`config.mk`:
```
export PLATFORM = sky130hd
export DESIGN_NAME = re_normalizer_pipe
export DESIGN_NICKNAME = d
export VERILOG_FILES = /design/src/rtl/re_normalizer_pipe.sv
export SDC_FILE = /design/constraint.sdc
export NUM_CORES = 1
export LEC_CHECK = 0
export BUFFER_PORTS_ARGS = -buffer_cell sky130_fd_sc_hd__buf_2
export CAP_MARGIN = 15
export CORE_ASPECT_RATIO = 0.7
export CORE_UTILIZATION = 25
export CTS_BUF_LIST = sky130_fd_sc_hd__clkbuf_8 sky130_fd_sc_hd__clkbuf_16
export CTS_CLUSTER_SIZE = 40
export DETAILED_ROUTE_END_ITERATION = 8
export PLACE_DENSITY = 0.48
export RECOVER_POWER = 50
export SLEW_MARGIN = 20
export SYNTH_ARGS = -nofsm -noshare
export SYNTH_HDL_FRONTEND = slang
export SYNTH_SLANG_ARGS = --single-unit
```
`constraint.sdc`:
```
create_clock -name clk -period 3.1 [get_ports clk]
set_input_delay 0.31 -clock clk [delete_from_list [all_inputs] [get_ports clk]]
set_output_delay 0.31 -clock clk [all_outputs]
set_load 0.01 [all_outputs]
```
`src/rtl/re_normalizer_pipe.sv`:
```
// Pipelined leading-one normaliser: splits an unsigned operand into exponent k
// and an M1_W-bit fraction, with optional round-to-nearest-even and saturation.
module re_normalizer_pipe #(
    parameter int NUM_W = 32,
    parameter int M1_W  = 8,
    parameter int K_W   = $clog2(NUM_W)
) (
    input  logic             clk,
    input  logic             rst_n,
    input  logic             in_valid,
    output logic             in_ready,
    input  logic [NUM_W-1:0] in_num,
    input  logic             in_round,
    output logic             out_valid,
    input  logic             out_ready,
    output logic [K_W-1:0]   out_k,
    output logic [M1_W-1:0]  out_m1,
    output logic             out_zero,
    output logic             out_sat
);

    // The shifted value gets one extra zero bit below bit 0, so the guard bit
    // always exists even when the fraction reaches all the way down to bit 0.
    localparam int GI = NUM_W - 1 - M1_W;
    localparam logic [NUM_W:0] LOW_MASK = ((NUM_W+1)'(1) << GI) - (NUM_W+1)'(1);
    localparam logic [K_W-1:0] K_MAX = '1;

    logic ld1, ld2, ld3;
    logic v1, v2;

    logic [NUM_W-1:0] num1;
    logic [K_W-1:0]   k1;
    logic             round1, zero1;

    logic [K_W-1:0]   k2;
    logic [M1_W-1:0]  frac2;
    logic             guard2, sticky2, round2, zero2;

    logic [K_W-1:0]   lead_k;
    logic [K_W-1:0]   shamt;
    logic [NUM_W-1:0] shifted;
    logic [NUM_W:0]   ext;
    logic             inc;
    logic [M1_W:0]    sum;

    assign ld3      = !out_valid || out_ready;
    assign ld2      = !v2 || ld3;
    assign ld1      = !v1 || ld2;
    assign in_ready = ld1;

    always_comb begin
        lead_k = '0;
        for (int i = 0; i < NUM_W; i++) begin
            if (in_num[i]) lead_k = K_W'(i);
        end
    end

    always_ff @(posedge clk or negedge rst_n) begin
        if (!rst_n) begin
            v1     <= 1'b0;
            num1   <= '0;
            k1     <= '0;
            round1 <= 1'b0;
            zero1  <= 1'b0;
        end else begin
            if (ld1) v1 <= in_valid;
            if (ld1 && in_valid) begin
                num1   <= in_num;
                k1     <= lead_k;
                round1 <= in_round;
                zero1  <= (in_num == '0);
            end
        end
    end

    // NUM_W is a power of two, so NUM_W-1-k is simply the bitwise inverse of k.
    assign shamt = ~k1;

    always_comb begin
        shifted = num1;
        for (int b = K_W - 1; b >= 0; b--) begin
            if (shamt[b]) shifted = shifted << (1 << b);
        end
    end

    assign ext = {shifted, 1'b0};

    always_ff @(posedge clk or negedge rst_n) begin
        if (!rst_n) begin
            v2      <= 1'b0;
            k2      <= '0;
            frac2   <= '0;
            guard2  <= 1'b0;
            sticky2 <= 1'b0;
            round2  <= 1'b0;
            zero2   <= 1'b0;
        end else begin
            if (ld2) v2 <= v1;
            if (ld2 && v1) begin
                k2      <= k1;
                frac2   <= ext[NUM_W-1 -: M1_W];
                guard2  <= ext[GI];
                sticky2 <= |(ext & LOW_MASK);
                round2  <= round1;
                zero2   <= zero1;
            end
        end
    end

    assign inc = round2 && guard2 && (sticky2 || frac2[0]);
    assign sum = {1'b0, frac2} + {{M1_W{1'b0}}, inc};

    // A carry out of the fraction bumps the exponent, unless it is already at
    // the top, in which case the result pins to the largest representable value.
    always_ff @(posedge clk or negedge rst_n) begin
        if (!rst_n) begin
            out_valid <= 1'b0;
            out_k     <= '0;
            out_m1    <= '0;
            out_zero  <= 1'b0;
            out_sat   <= 1'b0;
        end else begin
            if (ld3) out_valid <= v2;
            if (ld3 && v2) begin
                out_zero <= zero2;
                if (zero2) begin
                    out_k   <= '0;
                    out_m1  <= '0;
                    out_sat <= 1'b0;
                end else if (sum[M1_W]) begin
                    if (k2 == K_MAX) begin
                        out_k   <= K_MAX;
                        out_m1  <= '1;
                        out_sat <= 1'b1;
                    end else begin
                        out_k   <= k2 + 1'b1;
                        out_m1  <= '0;
                        out_sat <= 1'b0;
                    end
                end else begin
                    out_k   <= k2;
                    out_m1  <= sum[M1_W-1:0];
                    out_sat <= 1'b0;
                end
            end
        end
    end

endmodule

```
==> reports/qor.yml, run 1 <==
outcome: "complete, but fails checks"
violations: "capacitance limit, slew limit"
hp-class: "in2reg"
grt.overflow.total: 0
netlist_area_sq_um: 4220
finalMaxSlewViolations: 35
place_inst: 751
grt_pass1_vias: 3716
cts_root_buf: "clkbuf_16"
highest_layer: "met4"
worst_slew_pin_slew_ns: 2.01
wire_per_inst_um: 16.1
r2r_slack_ns: 0.50
detailed_place_hpwl_um: 9350
postPlaceCellArea_sq_um: 4740
fp.dieArea_sq_um: 17400
drive_above_1_share_pct: 15.9
finClkSkew_ns: 0.0101
clkSinkCount: 73
grt_pass1_wl_um: 20700
synth_cells: 489
syn_nets: 529
clk_latency_ns: 0.34
ctsHoldBuffers: 0
crit_fanout: 18
route.vias.total: 3784
power_density_nw_per_um2: 605
ys_seq_area_share_pct: 43.3
dr.pass1.iters: 5
antenna_found_initial: 0
worst-path-buf-inv: 0
syn2layout_area_growth_pct: 19.2
intPower_mw: 2.07
synth_top_area_cell: "dfrtp_1"
power.leakage_nw: 2.43
slowest_stage: "dfrtp_1"
ir_drop_uv: 233
crit_required_ns: 3.32
clockBufferDepth: 2
avgViaCountPerCell: 4.93
core_area_sq_um: 16400
slowest_delay_ns: 0.77
cts_max_level: 3
criticalPathCategory: "reg2reg"
ys.warnings.count: 0
fin_crit_ns: 2.60
place.port_buffers: 53
die_w_um: 157
rsz0062_at_grt: "no"
clk_pin_slew_ns: 0.06
cp-start-kind: "flop"
final_cell_count_no_fill: 767
post_cts_resized: 0
p_sw_mw: 0.974
finalCritPeriodShare_pct: 83.9
ff2ff_path_depth: 6
whs_path_depth: 3
ys_ff_latch: 73
crit_cells: 6
share_seq_of_total_power_pct: 43.8
ant_nets: 0
routed-wl-met3_um: 800
synthArstFlopShare_pct: 100
path_cells: "mux2_4, a221o_1, o21ai_2, a31oi_1, or4_1, o32a_1"
die_h_um: 111
netlist_top_cells_area: "dfrtp_1 43%, nand2_1 11%, mux2i_1 6.6%"
tns_ns: 0
fillCellCount: 1791
cp_top_family: "compound AO/OA/AOI/OAI gates"
postRouteWirelength_um: 12300
rr_startpoint: "k1[4]$_DFFE_PN0P_"
rows: 39
worst_setup_path_end_kind: "flop"
yosys.cell_types.count: 54
drc_errors: 0
synth_top_area_share_pct: 43.3
grt_max_degree: 44
wl_met1_um: 6630
final-setup-viol-count: 0
arrival_ns: 2.82
max_freq_mhz: 384
numCtsBuffers: 9
layout_setup_ws_ns: 0.499
avgSynthCellArea_sq_um: 8.63
synth_ff_type: "dfrtp_1"
post-place-ws_ns: 0.530
p_clk_share_pct: 34.2
finalHoldViolCount: 0
swShare_pct: 32.0
nets: 577
initial_utilization_pct: 25.7
place_congestion: 0.856
slew-limit-headroom_pct: -33.7
worstReg2RegEnd: "sticky2$_DFFE_PN0P_"
first_iter_violations: 376
worstSetupEndpoint: "sticky2$_DFFE_PN0P_"
finalInstanceArea_sq_um: 5030
synth_edf_count: 0
grt_use_total_pct: 15.4
postCtsSetupBuffers: 0
critPathLaunch: "k1[4]$_DFFE_PN0P_"
cts_tree: "yes"
cap_violations: 1
dr_wl_met2_um: 4770
comb_power_share_pct: 22.1
pin_count: 54
n_antenna_cell: 0
-- final cells by class --
cell class / count / area, sq um / share of cell area, %
inverters: 10 / 37.5 / 0.747
clock inverters: 6 / 58.8 / 1.17
multi-input cells: 381 / 2250 / 44.7
well taps: 225 / 282 / 5.60
clock buffers: 10 / 239 / 4.75
flip-flops and latches: 73 / 1830 / 36.3
repair buffers: 62 / 338 / 6.72
-- worst reg2reg max path, stage by stage, from the launching register on --
cell and delay, ns:
dfrtp_1 0.77, mux2_4 0.35, a221o_1 0.30, o21ai_2 0.09, a31oi_1 0.09, or4_1 0.53, o32a_1 0.35
-- kinds of logic (layout without fill, tap and decap cells) --
| group | after synthesis | in the layout | share of synthesized area [%] |
|---|---|---|---|
| simple gates | 230 | 230 | 24.1 |
| buf+inv | 35 | 88 | 3.47 |
| xor+xnor | 4 | 4 | 0.831 |
| compound gates | 103 | 103 | 16.3 |
| mux | 41 | 41 | 11.1 |
| fa+ha+maj | 3 | 3 | 0.890 |
| flops | 73 | 73 | 43.3 |
-- per-layer routing --
layer,vias up,track usage (%)
met5,-,0
met4,0,3.88
met3,14,3.79
met2,110,20.3
met1,1822,24.4
li1,1838,-
-- cell usage after synthesis, types with 2 or more instances --
| cell type | n |
|---|---|
| buf_1 | 2 |
| nor2b_1 | 3 |
| clkbuf_1 | 16 |
| inv_1 | 10 |
| a221o_1 | 9 |
| and3_1 | 5 |
| mux2i_1 | 28 |
| nand2b_1 | 8 |
| a21oi_1 | 18 |
| dfrtp_1 | 73 |
| xor2_1 | 3 |
| and2_1 | 5 |
| a22o_1 | 3 |
| a211oi_1 | 5 |
| a311oi_1 | 2 |
| o211ai_1 | 2 |
| buf_2 | 6 |
| nand2_1 | 126 |
| or3_1 | 3 |
| nand3b_1 | 5 |
| nor3_1 | 12 |
| nand3_1 | 5 |
| nand4b_1 | 2 |
| a31o_2 | 2 |
| o31ai_1 | 4 |
| ha_1 | 3 |
| a31oi_1 | 5 |
| nor2_1 | 40 |
| nor4_1 | 10 |
| o21ai_0 | 35 |
| mux4_2 | 2 |
| mux2_2 | 9 |
| or4_1 | 2 |
| nand4_1 | 3 |
| o2bb2ai_1 | 4 |
-- worst min-delay path by stage --
stage          slack (ns)      from              endpoint
6_report             0.18  in_round    round1$_DFFE_PN0P_
5_1_grt              0.20  in_valid        v1$_DFFE_PN0N_
4_1_cts              0.10     rst_n   out_sat$_DFFE_PN0P_
3_5_place_dp         0.47     rst_n   out_sat$_DFFE_PN0P_
3_3_place_gp         0.45     rst_n   out_sat$_DFFE_PN0P_
2_1_floorplan        0.01     rst_n  frac2[0]$_DFFE_PN0P_
-- registers in the layout (all words and copies together) (netlist names) --
name,cells
out_m1,8
out_valid,1
zero1,1
k2,5
round2,1
out_sat,1
guard2,1
round1,1
frac2,8
v1,1
sticky2,1
k1,5
zero2,1
out_zero,1
v2,1
num1,31
out_k,5
-- through the flow --
stage                     util [%]  hold WS, ns  power [mW]
after global placement        28.9        0.451        2.02
after global routing          30.7        0.197        3.23
after detailed placement      28.9        0.468        2.02
final                         30.7        0.183        3.04
after CTS                     30.7        0.103        3.08
after floorplan                  -       0.0144        1.73
-- power groups by stage --
stage | Sequential, mW | Combinational, mW | Clock (mW)
2_1_floorplan | 1.29 | 0.434 | 0
3_3_place_gp | 1.34 | 0.678 | 0
3_5_place_dp | 1.34 | 0.681 | 0
4_1_cts | 1.33 | 0.683 | 1.07
5_1_grt | 1.35 | 0.765 | 1.11
6_report | 1.33 | 0.671 | 1.04
-- cells in the final DEF, fill, tap and decap left out, types with 3 or more instances in the layout --
master and count:
clkbuf_1 6, a21oi_1 18, a211oi_1 5, nand3_1 5, clkbuf_16 9, nand2b_1 8, nor4_1 10, nand2_1 126
nor2_1 40, mux2i_1 28, o2bb2ai_1 4, dfrtp_1 73, or3_1 3, buf_2 47, nor2b_1 3, ha_1 3
nand4_1 3, a221o_1 9, xor2_1 3, a22o_1 3, o21ai_0 35, o31ai_1 4, a31oi_1 5, and2_1 5
buf_4 8, and3_1 5, nor3_1 12, inv_1 11, mux2_2 9, nand3b_1 5
Power figures use the tool's default switching activity.
==> run 2, diff against run 1 <==
==> constraint.sdc (replaced) <==
create_clock -name clk -period 2.4 [get_ports clk]
set_input_delay 0.24 -clock clk [delete_from_list [all_inputs] [get_ports clk]]
set_output_delay 0.24 -clock clk [all_outputs]
set_load 0.01 [all_outputs]
==> reports/qor.yml, run 2 (same netlist as run 1, synthesis figures left out) <==
grt_max_degree: 37  # was 44
worst_slew_pin_slew_ns: 1.43  # was 2.01 ns
antenna_found_initial: 0  # unchanged
fin_crit_ns: 2.30  # was 2.60 ns
finClkSkew_ns: 0.00672  # was 0.0101 ns
slowest_delay_ns: 0.54  # was 0.77 ns
grt_use_total_pct: 15.8  # was 15.4%
drc_errors: 0  # unchanged
criticalPathCategory: "reg2reg"  # unchanged
place_congestion: 0.835  # was 0.856
pin_count: 54  # unchanged
clkSinkCount: 73  # unchanged
ant_nets: 0  # unchanged
grt.overflow.total: 0  # unchanged
power.leakage_nw: 2.48  # was 2.43 nW
dr.pass1.iters: 5  # unchanged
crit_required_ns: 2.62  # was 3.32 ns
die_h_um: 111  # unchanged
clockBufferDepth: 2  # unchanged
clk_latency_ns: 0.34  # about the same
reg.largest.list: "num1 (31), frac2 (8), out_m1 (8)"  # unchanged
wire_per_inst_um: 16.1  # about the same
initial_utilization_pct: 25.7  # unchanged
clk_pin_slew_ns: 0.06  # about the same
postRouteWirelength_um: 12700  # was 12300 um
slowest_stage: "or4_1"  # was dfrtp_1
cap_violations: 0  # was 1
multi_input_area_sq_um: 2270  # was 2250 sq um
finalCritPeriodShare_pct: 96.0  # was 83.9%
worst-path-buf-inv: 1  # was 0
finalHoldViolCount: 0  # unchanged
layout_common_cells: "126 x nand2_1, 70 x dfrtp_1, 40 x nor2_1"  # was 126 x nand2_1, 73 x dfrtp_1, 47 x buf_2
max_freq_mhz: 434  # was 384 MHz
grt_pass1_wl_um: 21100  # was 20700 um
rsz0062_at_grt: "no"  # unchanged
die_w_um: 157  # unchanged
hp-class: "in2reg"  # unchanged
tns_ns: 0  # unchanged
crit_fanout: 15  # was 18
cts_tree: "yes"  # unchanged
regArea_sq_um: 1830  # about the same
grt_pass1_vias: 3800  # was 3716
top_register: "num1"  # unchanged
numCtsBuffers: 9  # unchanged
layout_setup_ws_ns: 0.0970  # was 0.499 ns
post-place-ws_ns: 0.0812  # was 0.530 ns
post-route-util_pct: 31.7  # was 30.7%
drive_above_1_share_pct: 18.0  # was 15.9%
first_iter_violations: 295  # was 376
detailed_place_hpwl_um: 9920  # was 9350 um
nets: 601  # was 577
power_density_nw_per_um2: 753  # was 605 nW/um^2
rows: 39  # unchanged
cp_top_family: "compound AO/OA/AOI/OAI gates"  # unchanged
cts_max_level: 3  # unchanged
place.port_buffers: 53  # unchanged
path_cells: "buf_12, nor2b_1, a221o_1, o21ai_2, a31oi_1, or4_1, o32a_1"  # was mux2_4, a221o_1, o21ai_2, a31oi_1, or4_1, o32a_1
route.vias.total: 3893  # was 3784
fp.dieArea_sq_um: 17400  # unchanged
whs_ns: 0.102  # was 0.183 ns
cp-start-kind: "flop"  # unchanged
final-setup-viol-count: 0  # unchanged
final_common_cell: "nand2_1"  # unchanged
r2r_slack_ns: 0.1  # was 0.50 ns
slew-limit-headroom_pct: 4.81  # was -33.7%
ir_drop_uv: 312  # was 233 uV
cts_root_buf: "clkbuf_16"  # unchanged
outcome: "finished clean"  # was complete, but fails checks
finalMaxSlewViolations: 0  # was 35
fillCellCount: 1803  # was 1791
largest_reg_flops: 31  # unchanged
core_area_sq_um: 16400  # unchanged
arrival_ns: 2.52  # was 2.82 ns
worst_setup_path_end_kind: "flop"  # unchanged
avgViaCountPerCell: 4.92  # was 4.93
syn2layout_area_growth_pct: 23.1  # was 19.2%
total_power_mw: 3.91  # was 3.04 mW
n_antenna_cell: 0  # unchanged
## run 2: cell count changes in the layout (fill, tap and decap cells not counted), moves of 3 or more
| cell | previous run | this run |
|---|---|---|
| buf_2 | 47 | 35 |
| buf_4 | 8 | 27 |
| dfrtp_2 | 0 | 3 |
| clkbuf_1 | 6 | 21 |
| dfrtp_1 | 73 | 70 |
## run 2: area by class of cell
class | instances | area share [%]
repair buffers | 86 | 9.47
well taps | 225 | 5.42
flip-flops and latches | 73 | 35.2
clock inverters | 5 | 0.578
inverters | 10 | 0.723
clock buffers | 11 | 4.87
multi-input cells | 381 | 43.7
## run 2: worst paths after layout
| kind | from | endpoint | cells after the start |
|---|---|---|---|
| min in group asynchronous | rst_n | out_sat$_DFFE_PN0P_ | 2 |
| max in group asynchronous | rst_n | k1[2]$_DFFE_PN0P_ | 3 |
| worst min register to register | out_k[1]$_DFFE_PN0P_ | out_k[1]$_DFFE_PN0P_ | 2 |
| worst max register to register | k1[4]$_DFFE_PN0P_ | sticky2$_DFFE_PN0P_ | 7 |
| worst max-delay path | k1[4]$_DFFE_PN0P_ | sticky2$_DFFE_PN0P_ | 7 |
| worst min-delay path | in_round | round1$_DFFE_PN0P_ | 3 |
## run 2: metrics by stage
stage               std cells  area, sq um
floorplan                 489         4220
global route              791         5190
global placement          773         4900
finish                    791         5190
CTS                       790         5190
detailed placement        773         4900
## run 2: metal layers
metal / part of all wire, % / global-route usage (%) / vias to the layer above
met5: 0 / 0 / -
met3: 6.6 / 3.28 / 9
met1: 55 / 25.9 / 1863
li1: - / - / 1894
met2: 38 / 20.3 / 127
met4: 0.71 / 3.56 / 0
## run 2: worst min-delay path, stage by stage
cell and delay (ns):
buf_2 0.08, nand2_1 0.04, nand2_1 0.04
## run 2: what timing repair did
item                                    in CTS  in global routing
setup buffers                                0                  1
endpoints found under the setup margin       0                 11
gates resized for setup                      0                  8
hold buffers                                 1                  0
endpoints found under the hold margin       24                  0
## run 2: report_power, final
part / switching [mW] / internal (mW) / total, mW / leakage (nW)
registers: 0.249 / 1.46 / 1.71 / 0.880
logic: 0.525 / 0.403 / 0.929 / 1.46
clock network: 0.519 / 0.750 / 1.27 / 0.137
total: 1.29 / 2.61 / 3.91 / 2.48
==> run 3, diff against run 2 <==
--- a/config.mk
+++ b/config.mk
@@ -12,7 +12,7 @@
 export CTS_BUF_LIST = sky130_fd_sc_hd__clkbuf_8 sky130_fd_sc_hd__clkbuf_16
 export CTS_CLUSTER_SIZE = 40
 export DETAILED_ROUTE_END_ITERATION = 8
-export PLACE_DENSITY = 0.48
+export PLACE_DENSITY = 0.49
 export RECOVER_POWER = 50
 export SLEW_MARGIN = 20
 export SYNTH_ARGS = -nofsm -noshare
==> constraint.sdc (replaced) <==
create_clock -name clk -period 1.9 [get_ports clk]
set_input_delay 0.19 -clock clk [delete_from_list [all_inputs] [get_ports clk]]
set_output_delay 0.19 -clock clk [all_outputs]
set_load 0.01 [all_outputs]
==> reports/qor.yml, run 3 (same netlist as run 1, synthesis figures left out) <==
violations: "setup timing"
finalHoldViolCount: 0  # unchanged
grt_use_total_pct: 17.7  # was 15.8%
finalMaxSlewViolations: 0  # unchanged
route.vias.total: 4120  # was 3893
final_common_cell: "nand2_1"  # unchanged
total_power_mw: 5.57  # was 3.91 mW
drc_errors: 0  # unchanged
path_cells: "o211a_1, ha_4, ha_4, and3_4, and3_4, and3_4, nand4_1, mux2_4, a22o_1"  # was buf_12, nor2b_1, a221o_1, o21ai_2, a31oi_1, or4_1, o32a_1
cts_tree: "yes"  # unchanged
comb_power_share_pct: 29.7  # was 23.8%
grt.overflow.total: 0  # unchanged
crit_required_ns: 2.15  # was 2.62 ns
postPlaceCellArea_sq_um: 5280  # was 4900 sq um
multi_input_area_sq_um: 2560  # was 2270 sq um
core_area_sq_um: 16400  # unchanged
dr.pass1.iters: 4  # was 5
nets: 666  # was 601
finalCritPeriodShare_pct: 118  # was 96.0%
slew-limit-headroom_pct: 30.3  # was 4.81%
pin_count: 54  # unchanged
layout_setup_ws_ns: -0.335  # was 0.0970 ns
max_freq_mhz: 447  # was 434 MHz
wire_per_inst_um: 16.8  # was 16.1 um
cap_violations: 0  # unchanged
syn2layout_area_growth_pct: 45.3  # was 23.1%
avgViaCountPerCell: 4.81  # was 4.92
die_w_um: 157  # unchanged
reg.largest.list: "num1 (31), frac2 (8), out_m1 (8)"  # unchanged
finClkSkew_ns: 0.00863  # was 0.00672 ns
postRouteWirelength_um: 14400  # was 12700 um
grt_pass1_wl_um: 23200  # was 21100 um
layout_common_cells: "123 x nand2_1, 73 x buf_4, 72 x dfrtp_1"  # was 126 x nand2_1, 70 x dfrtp_1, 40 x nor2_1
grt_pass1_vias: 4189  # was 3800
grt_max_degree: 74  # was 37
detailed_place_hpwl_um: 10700  # was 9920 um
arrival_ns: 2.48  # was 2.52 ns
slowest_delay_ns: 0.39  # was 0.54 ns
finalInstanceArea_sq_um: 6130  # was 5190 sq um
initial_utilization_pct: 25.7  # unchanged
cts_root_buf: "clkbuf_16"  # unchanged
clk_pin_slew_ns: 0.06  # about the same
place.port_buffers: 53  # unchanged
die_h_um: 111  # unchanged
rows: 39  # unchanged
power_density_nw_per_um2: 908  # was 753 nW/um^2
drive_above_1_share_pct: 36.3  # was 18.0%
final-setup-viol-count: 23  # was 0
first_iter_violations: 235  # was 295
rsz0062_at_grt: "yes"  # was no
hp-class: "in2reg"  # unchanged
clk_latency_ns: 0.35  # was 0.34 ns
p_sw_mw: 1.89  # was 1.29 mW
ir_drop_uv: 379  # was 312 uV
swShare_pct: 34.0  # was 33.1%
worst-path-buf-inv: 0  # was 1
antenna_found_initial: 0  # unchanged
p_clk_share_pct: 31.9  # was 32.5%
clkSinkCount: 73  # unchanged
top_register: "num1"  # unchanged
crit_top_cell: "and3_4"
share_seq_of_total_power_pct: 38.5  # was 43.8%
cts_max_level: 3  # unchanged
worst_slew_pin_slew_ns: 1.04  # was 1.43 ns
cp_top_family: "simple AND/OR/NAND/NOR gates"  # was compound AO/OA/AOI/OAI gates
outcome: "complete, but fails checks"  # was finished clean
fillCellCount: 1738  # was 1803
place_congestion: 0.876  # was 0.835
n_antenna_cell: 0  # unchanged
worst_setup_path_end_kind: "flop"  # unchanged
slowest_stage: "dfrtp_1"  # was or4_1
intPower_mw: 3.67  # was 2.61 mW
post-route-util_pct: 37.4  # was 31.7%
power.leakage_nw: 2.93  # was 2.48 nW
largest_reg_flops: 31  # unchanged
fp.dieArea_sq_um: 17400  # unchanged
numCtsBuffers: 9  # unchanged
fin_crit_ns: 2.24  # was 2.30 ns
crit_fanout: 3  # was 15
clockBufferDepth: 2  # unchanged
regArea_sq_um: 1830  # about the same
cp-start-kind: "flop"  # unchanged
tns_ns: -3.89  # was 0 ns
criticalPathCategory: "reg2reg"  # unchanged
ant_nets: 0  # unchanged
-- run 3: cell count changes in the layout (fill, tap and decap cells not counted), sizes merged --
cell	previous run	this run
buf	63	149
bufinv	0	1
clkbuf	33	10
clkinv	3	2
clkinvlp	2	3
inv	10	11
-- run 3: layout make-up --
class,instances,area share [%]
multi-input cells,381,41.7
inverters,10,0.673
repair buffers,151,18.3
clock inverters,7,1.24
flip-flops and latches,73,29.8
well taps,225,4.59
clock buffers,9,3.67
-- run 3: worst paths after layout --
check                                         to  slack, ns  cells after the start             startpoint
setup / recovery            out_k[3]$_DFFE_PN0P_      -0.34                      9    sticky2$_DFFE_PN0P_
hold / removal                round1$_DFFE_PN0P_       0.03                      3               in_round
setup reg to reg            out_k[3]$_DFFE_PN0P_      -0.34                      9    sticky2$_DFFE_PN0P_
hold reg to reg            out_m1[3]$_DFFE_PN0P_       0.47                      1  out_m1[3]$_DFFE_PN0P_
max in group asynchronous      k1[2]$_DFFE_PN0P_       0.55                      3                  rst_n
min in group asynchronous   out_k[1]$_DFFE_PN0P_       0.65                      3                  rst_n
-- run 3: through the flow --
stage | hold slack [ns] | std cells | worst slack (ns)
global route | 0.0529 | 856 | -0.413
CTS | 0.0314 | 847 | -0.334
detailed placement | 0.260 | 817 | -0.354
finish | 0.0344 | 856 | -0.335
floorplan | -0.106 | 489 | -0.238
global placement | 0.253 | 817 | -0.364
-- run 3: repair_timing --
item,in CTS,in global routing
hold endpoints to repair,73,0
resized for setup,69,35
setup buffers,13,10
setup endpoints to repair,24,24
pin swaps,22,15
hold buffers,1,0
-- run 3: per-layer routing --
layer / vias up / wire, um / track usage [%]
met5: - / 0 / 0
met1: 1998 / 7690 / 27.8
met3: 14 / 793 / 4.93
met4: 0 / 178 / 4.21
met2: 83 / 5750 / 23.3
li1: 2025 / - / -
-- run 3: worst reg2reg max path, stage by stage, from the launching register on --
cell     delay (ns)
dfrtp_1        0.39
o211a_1        0.26
ha_4           0.18
ha_4           0.15
and3_4         0.18
and3_4         0.19
and3_4         0.20
nand4_1        0.11
mux2_4         0.30
a22o_1         0.17
-- run 3: power groups by stage --
stage                     clock [mW]  combinational [mW]  sequential [mW]
final                           1.77                1.65             2.14
after global routing            1.89                1.82             2.18
after CTS                       1.82                1.58             2.14
after detailed placement           0                1.41             2.14
after global placement             0                1.41             2.13
after floorplan                    0               0.718             2.11
